## src/rtl/novacore_cfg_loader_if.sv

```systemverilog
`default_nettype none
// ============================================================================
// Module   : novacore_cfg_loader_if
// Brief    : Record stream handshake plus fabric configuration bus bundle
//            for the NovaCORE configuration loader.
// Revision : 1.0 - initial release
// ============================================================================
interface novacore_cfg_loader_if #(
  parameter int DATA_W = 18,
  parameter int UID_W  = 4,
  parameter int DIM_W  = 2
);
  logic [DATA_W-1:0] in_data;
  logic              in_valid;
  logic              in_ready;
  logic              mode;
  logic [DATA_W-1:0] c_bus;
  logic [UID_W-1:0]  c_uid;
  logic              c_clk;
  logic [DIM_W-1:0]  c_dimension;
  logic              c_dimswitch;
  logic              busy;
  logic              err;

  // Loader side: consumes the record stream, drives the fabric port
  modport master (
    input  in_data, in_valid,
    output in_ready, mode, c_bus, c_uid, c_clk, c_dimension, c_dimswitch,
           busy, err
  );

  // Environment side: produces the record stream, observes the fabric port
  modport slave (
    output in_data, in_valid,
    input  in_ready, mode, c_bus, c_uid, c_clk, c_dimension, c_dimswitch,
           busy, err
  );
endinterface
`default_nettype wire

```

## src/rtl/novacore_cfg_loader.sv

```systemverilog
`default_nettype none
// ============================================================================
// Module   : novacore_cfg_loader
// Brief    : Takes header/payload configuration records over valid/ready and
//            serialises each payload word onto the NovaCORE configuration
//            port with a programmable setup/high/hold strobe on c_clk.
// Revision : 1.0 - initial release
// ============================================================================
module novacore_cfg_loader #(
  parameter int DATA_W    = 18,
  parameter int UID_W     = 4,
  parameter int DIM_W     = 2,
  parameter int SETUP_CYC = 2,
  parameter int HI_CYC    = 2,
  parameter int HOLD_CYC  = 1
) (
  input  wire                   clk,
  input  wire                   rst_n,
  novacore_cfg_loader_if.master bus
);

  localparam int TMR_W = 8;
  localparam logic [TMR_W-1:0] c_tmr_one   = TMR_W'(1);
  localparam logic [TMR_W-1:0] c_setup_last = TMR_W'(SETUP_CYC - 1);
  localparam logic [TMR_W-1:0] c_hi_last    = TMR_W'(HI_CYC - 1);
  localparam logic [TMR_W-1:0] c_hold_last  = TMR_W'(HOLD_CYC - 1);

  localparam logic [1:0] c_op_cfg     = 2'b00;
  localparam logic [1:0] c_op_end     = 2'b01;
  localparam logic [1:0] c_op_restart = 2'b10;
  localparam logic [1:0] c_op_bad     = 2'b11;

  typedef enum logic [2:0] {
    ST_IDLE    = 3'd0,
    ST_PAYLOAD = 3'd1,
    ST_SETUP   = 3'd2,
    ST_HIGH    = 3'd3,
    ST_HOLD    = 3'd4,
    ST_RUN     = 3'd5
  } state_t;

  state_t             state_q;
  logic [TMR_W-1:0]   tmr_q;
  logic [7:0]         count_q;
  logic               in_ready_q;
  logic               mode_q;
  logic [DATA_W-1:0]  c_bus_q;
  logic [UID_W-1:0]   c_uid_q;
  logic               c_clk_q;
  logic [DIM_W-1:0]   c_dim_q;
  logic               c_dsw_q;
  logic               busy_q;
  logic               err_q;

  // Header field decode; only meaningful in the header-accepting states
  logic               w_accept;
  logic [1:0]         w_opcode;
  logic [7:0]         w_hdr_cnt;
  logic               w_hdr_dsw;
  logic [DIM_W-1:0]   w_hdr_dim;
  logic [UID_W-1:0]   w_hdr_uid;

  assign w_accept  = bus.in_valid & in_ready_q;
  assign w_opcode  = bus.in_data[17:16];
  assign w_hdr_cnt = bus.in_data[15:8];
  assign w_hdr_dsw = bus.in_data[6];
  assign w_hdr_dim = DIM_W'(bus.in_data[5:4]);
  assign w_hdr_uid = UID_W'(bus.in_data[3:0]);

  // Record sequencer: header decode, payload capture and strobe timing.
  // c_clk follows the HIGH state one cycle late, so the strobe rises
  // SETUP_CYC+1 cycles after a word is taken and falls HOLD_CYC cycles
  // before the next word can land on c_bus.
  always_ff @(posedge clk or negedge rst_n) begin
    if (!rst_n) begin
      state_q    <= ST_IDLE;
      tmr_q      <= '0;
      count_q    <= '0;
      in_ready_q <= 1'b0;
      mode_q     <= 1'b1;
      c_bus_q    <= '0;
      c_uid_q    <= '0;
      c_clk_q    <= 1'b0;
      c_dim_q    <= '0;
      c_dsw_q    <= 1'b0;
      busy_q     <= 1'b0;
      err_q      <= 1'b0;
    end else begin
      c_clk_q <= (state_q == ST_HIGH);
      case (state_q)
        ST_IDLE: begin
          in_ready_q <= 1'b1;
          if (w_accept) begin
            case (w_opcode)
              c_op_cfg: begin
                c_uid_q <= w_hdr_uid;
                c_dim_q <= w_hdr_dim;
                c_dsw_q <= w_hdr_dsw;
                count_q <= w_hdr_cnt;
                if (w_hdr_cnt != 8'd0) begin
                  state_q <= ST_PAYLOAD;
                  busy_q  <= 1'b1;
                end
              end
              c_op_end: begin
                mode_q  <= 1'b0;
                state_q <= ST_RUN;
              end
              c_op_restart: mode_q <= 1'b1;
              default:      err_q  <= 1'b1;
            endcase
          end
        end
        ST_PAYLOAD: begin
          if (w_accept) begin
            c_bus_q    <= bus.in_data;
            in_ready_q <= 1'b0;
            tmr_q      <= '0;
            state_q    <= ST_SETUP;
          end
        end
        ST_SETUP: begin
          if (tmr_q == c_setup_last) begin
            tmr_q   <= '0;
            state_q <= ST_HIGH;
          end else begin
            tmr_q <= tmr_q + c_tmr_one;
          end
        end
        ST_HIGH: begin
          if (tmr_q == c_hi_last) begin
            tmr_q   <= '0;
            state_q <= ST_HOLD;
          end else begin
            tmr_q <= tmr_q + c_tmr_one;
          end
        end
        ST_HOLD: begin
          if (tmr_q == c_hold_last) begin
            tmr_q      <= '0;
            count_q    <= count_q - 8'd1;
            in_ready_q <= 1'b1;
            if (count_q == 8'd1) begin
              state_q <= ST_IDLE;
              busy_q  <= 1'b0;
            end else begin
              state_q <= ST_PAYLOAD;
            end
          end else begin
            tmr_q <= tmr_q + c_tmr_one;
          end
        end
        ST_RUN: begin
          in_ready_q <= 1'b1;
          if (w_accept) begin
            if (w_opcode == c_op_restart) begin
              mode_q  <= 1'b1;
              state_q <= ST_IDLE;
            end else if (w_opcode == c_op_bad) begin
              err_q <= 1'b1;
            end
          end
        end
        default: begin
          state_q    <= ST_IDLE;
          busy_q     <= 1'b0;
          in_ready_q <= 1'b0;
        end
      endcase
    end
  end

  assign bus.in_ready    = in_ready_q;
  assign bus.mode        = mode_q;
  assign bus.c_bus       = c_bus_q;
  assign bus.c_uid       = c_uid_q;
  assign bus.c_clk       = c_clk_q;
  assign bus.c_dimension = c_dim_q;
  assign bus.c_dimswitch = c_dsw_q;
  assign bus.busy        = busy_q;
  assign bus.err         = err_q;

endmodule
`default_nettype wire

```

## src/flat_wrapper.sv

```systemverilog
// flat-port wrapper written by rule: the top's interface ports become plain ports
module novacore_cfg_loader_flat 
#(
  parameter int DATA_W    = 18,
  parameter int UID_W     = 4,
  parameter int DIM_W     = 2,
  parameter int SETUP_CYC = 2,
  parameter int HI_CYC    = 2,
  parameter int HOLD_CYC  = 1
)
  (clk, rst_n, bus_in_data, bus_in_valid, bus_in_ready, bus_mode, bus_c_bus, bus_c_uid, bus_c_clk, bus_c_dimension, bus_c_dimswitch, bus_busy, bus_err);
  novacore_cfg_loader_if #(.DATA_W(DATA_W), .UID_W(UID_W), .DIM_W(DIM_W)) bus_i ();
  input  wire clk;
  input  wire rst_n;
  input wire logic [$bits(bus_i.in_data)-1:0] bus_in_data;
  input wire logic [$bits(bus_i.in_valid)-1:0] bus_in_valid;
  output wire logic [$bits(bus_i.in_ready)-1:0] bus_in_ready;
  output wire logic [$bits(bus_i.mode)-1:0] bus_mode;
  output wire logic [$bits(bus_i.c_bus)-1:0] bus_c_bus;
  output wire logic [$bits(bus_i.c_uid)-1:0] bus_c_uid;
  output wire logic [$bits(bus_i.c_clk)-1:0] bus_c_clk;
  output wire logic [$bits(bus_i.c_dimension)-1:0] bus_c_dimension;
  output wire logic [$bits(bus_i.c_dimswitch)-1:0] bus_c_dimswitch;
  output wire logic [$bits(bus_i.busy)-1:0] bus_busy;
  output wire logic [$bits(bus_i.err)-1:0] bus_err;
  assign bus_i.in_data = bus_in_data;
  assign bus_i.in_valid = bus_in_valid;
  assign bus_in_ready = bus_i.in_ready;
  assign bus_mode = bus_i.mode;
  assign bus_c_bus = bus_i.c_bus;
  assign bus_c_uid = bus_i.c_uid;
  assign bus_c_clk = bus_i.c_clk;
  assign bus_c_dimension = bus_i.c_dimension;
  assign bus_c_dimswitch = bus_i.c_dimswitch;
  assign bus_busy = bus_i.busy;
  assign bus_err = bus_i.err;
  novacore_cfg_loader #(.DATA_W(DATA_W), .UID_W(UID_W), .DIM_W(DIM_W), .SETUP_CYC(SETUP_CYC), .HI_CYC(HI_CYC), .HOLD_CYC(HOLD_CYC)) u_core (.clk(clk), .rst_n(rst_n), .bus(bus_i));
endmodule
```

## config.mk

```make
export PLATFORM = sky130hd
export DESIGN_NAME = novacore_cfg_loader_flat
export DESIGN_NICKNAME = d
export VERILOG_FILES = /design/src/rtl/novacore_cfg_loader_if.sv /design/src/rtl/novacore_cfg_loader.sv /design/src/flat_wrapper.sv
export SDC_FILE = /design/constraint.sdc
export NUM_CORES = 1
export LEC_CHECK = 0
export ABC_AREA = 1
export CAP_MARGIN = 30
export CORE_MARGIN = 8
export CORE_UTILIZATION = 31
export DETAILED_ROUTE_END_ITERATION = 6
export PLACE_DENSITY = 0.52
export SLEW_MARGIN = 10
export SYNTH_ARGS = -nofsm -noshare
export SYNTH_HDL_FRONTEND = slang
export SYNTH_SLANG_ARGS = --single-unit
```

## constraint.sdc

```tcl
create_clock -name clk -period 3.9 [get_ports clk]
set_clock_uncertainty 0.15 [all_clocks]
set_input_delay 0.39 -clock clk [delete_from_list [all_inputs] [get_ports clk]]
set_output_delay 0.39 -clock clk [all_outputs]
set_load 0.1 [all_outputs]
```

==> impl_metrics.csv <==
group,metric,value,unit
synthesis,synth-xor-area-share,1.02,%
synthesis,synth_enable_flop_cells,0,
timing,worstMarginPinSlew,1020,ps
setup_path,r2r_startpoint,"u_core.state_q[0]",
final_layout,synthToLayoutAreaGrowth,27.8,%
synthesis,synth_simple_gate_area_share,26.3,%
global_route,grt_antenna_before_repair,0,
synthesis,post_synth.cell_area_avg,7.71,sq um
die,initial_utilization,31.6,%
status,run_status,"complete, no violations",
final_layout,drive_above_1_share,6.70,%
die,fp.coreArea,8130,sq um
synthesis,async_flop_share,100,%
clock_tree,clock_sinks,49,
setup_path,timing.critical_path.cells,"clkdlybuf4s50_1",
place,port_buffers,50,
global_route,first_global_vias,2225,
detailed_routing,drc,0,
setup_path,cpLargestDelayFamily,"buffers and inverters",
timing,final_max_slew_viol_count,0,
die,i_o_pins,51,
hold_path,hold_path_startpoint,"u_core.bus.c_bus[11]",
synthesis,yosys.cell_types.count,32,
die,die_outline_width,107,um
global_route,largest_net_degree_at_the_start_of_global_routing,38,
synthesis,synth_top_family_by_area,"simple AND/OR/NAND/NOR gates",
clock_tree,clockRootBuffer,"clkbuf_8",
die,count_of_standard_cell_rows,33,
detailed_routing,postRouteWirelength,6300,um
synthesis,synth-seq-area-share,47.7,%
hold_path,hold_path_end,"u_core.bus.c_bus[11]",
clock_tree,clk_buf_depth,2,
synthesis,share_of_synthesized_cell_area_in_full_adder_half_adder_and_majority_cells,2.43,%
setup_path,worstPathArrival,1970,ps
timing,fin_hold_ws,340,ps
synthesis,synth.yosys.warnings,0,
setup_path,max_stage_delay,1130,ps
detailed_routing,vias,2230,
detailed_routing,detail_route.wl_per_cell,12.8,um
timing,report.final.setup_viol,0,
timing,final_hold_viol_count,0,
clock_tree,worst_setup_hold_path_clk_slew,90,ps
global_route,grt_pass1_wl,10800,um
setup_path,cp_num_buf_inv,1,
place,dp.final_hpwl,4790,um
global_route,global_route.usage.total,11.5,%
clock_tree,cts-htree-levels,2,
synthesis,synth_compound_gate_area_share,11.9,%
synthesis,postSynthRegisterBits,49,
synthesis,most_frequently_used_flop_master_after_synthesis,"dfrtp_1",
synthesis,proportion_of_synthesized_area_in_mux_cells,2.19,%
timing,fin_tns_setup,0,ps
place,gp_congestion,0.855,
timing,rsz0062_at_grt,"no",
timing,fmax,399,MHz
setup_path,reg2reg_setup_slack,1760,ps
setup_path,critical_path.slowest_cell,"clkdlybuf4s50_1",
setup_path,timing.setup.critical_path_class,"reg -> out",
synthesis,synth_area,2570,sq um
detailed_routing,detail-route-antenna-nets,0,
setup_path,setup.worst_path.start_class,"flop",
setup_path,endpoint_of_the_lowest_slack_register_to_register_path,"u_core.bus.busy",
final_layout,fin_util,40.4,%
setup_path,path_max_fanout,2,
setup_path,end_kind,"output pin",
synthesis,synth_cells,334,
setup_path,timing.reg2reg.worst_path_depth,8,
clock_tree,worstSkewPairLatency,300,ps
final_layout,nNetsFinal,413,
clock_tree,cts-buffers-inserted,5,
detailed_routing,drt_pass1_iterations,4,
job,max-cap-violations,0,
timing,layout_min_cycle_time,2510,ps
timing,final_min_period_over_clock_period,64.3,%
detailed_routing,avgViaCountPerCell,4.52,
detailed_routing,drt_iter0_markers,124,
timing,worst_slew_margin_rel,31.9,%
hold_path,whs_path_depth,2,
die,dieHeight,107,um
setup_path,cp_data_required_time,3360,ps
final_layout,antenna-diode-count,0,
synthesis,post_synth_net_total,360,
global_route,globalRouteOverflowTotal,0,
hold_path,min_path_type,"reg -> reg",
clock_tree,cts_tree,"done",
die,die_area,11500,sq um
clock_tree,post_cts_buffers,0,
==> cell families after synthesis <==
logic type                 after synthesis
muxes                                    5
xor gates and xnor gates                 3
AOI/OAI and AO/OA                       57
DFF                                     49
and+or+nand+nor                        163
adders and majority gates                5
buffers and inverters                   52
==> sequential cells by signal (all words and copies together), names as in the netlist, 2 cells and up <==
signal and flops:
u_core.bus.c_bus 18, u_core.bus.c_dimension 2, u_core.bus.c_uid 4, u_core.count_q 8
u_core.state_q 3, u_core.tmr_q 8
==> worst max-delay path by stage <==
stage / startpoint / endpoint / slack, ps / cells past startpoint
global placement: u_core.bus.mode / bus_mode / 1720 / 1
detailed placement: u_core.bus.mode / bus_mode / 1720 / 1
finish: u_core.bus.mode / bus_mode / 1390 / 1
CTS: u_core.bus.mode / bus_mode / 1370 / 1
floorplan: u_core.bus.in_ready / u_core.bus.c_bus[15] / 1750 / 5
global route: u_core.bus.mode / bus_mode / 1340 / 1
==> placed cells by master (no fill, tap or decap), drive strengths merged <==
cell type,instances
or2,1
nor2,40
nand4,2
xnor2,1
o21ai,49
a31o,1
clkbuf,6
clkinv,1
a21oi,1
o21bai,1
o221ai,1
nor4,1
dfrtp,48
dlygate4sd3,1
buf,3
bufinv,1
o211ai,2
clkdlybuf4s50,49
nand3b,2
o22ai,2
mux2,5
dfstp,1
nand2,92
inv,45
nor3,2
xor2,2
nand3,23
ha,5
==> timing repair <==
| item | in CTS | in global routing |
|---|---|---|
| hold buffers | 1 | 0 |
| hold endpoints to repair | 11 | 0 |
| gates resized for setup | 0 | 0 |
==> stage by stage <==
step	worst slack [ps]	cell area (sq um)	instances
finish	1390	3290	493
detailed placement	1720	3170	484
CTS	1370	3290	493
global placement	1720	3170	484
global route	1340	3290	493
floorplan	1750	2570	334
==> area by class of cell <==
class / count / area (sq um)
Clock buffer: 6 / 72.6
Sequential cell: 49 / 1230
Tap cell: 105 / 131
Fill cell: 821 / 4840
Timing Repair Buffer: 53 / 520
Multi-Input combinational cell: 233 / 1130
Inverter: 45 / 169
Clock inverter: 2 / 38.8
==> cell usage after synthesis, drive strengths merged (5+ instances only) <==
master | number | area share, %
nand3 | 23 | 4.5
nand2 | 92 | 14
nor2 | 40 | 6.4
ha | 5 | 2.4
mux2 | 5 | 2.2
inv | 45 | 6.6
o21ai | 49 | 9.7
buf | 5 | 1.6
dfrtp | 48 | 47
==> routing by layer <==
| layer | GRT usage, % | up-vias | wire length (um) |
|---|---|---|---|
| met2 | 19.6 | 34 | 3050 |
| li1 | - | 1168 | - |
| met4 | 3.02 | 0 | 36 |
| met3 | 2.28 | 2 | 215 |
| met5 | 0 | - | 0 |
| met1 | 14.5 | 1026 | 3000 |
Power is not shown: default switching activity piles up to over one toggle a cycle in this logic, so the estimate is an artifact.
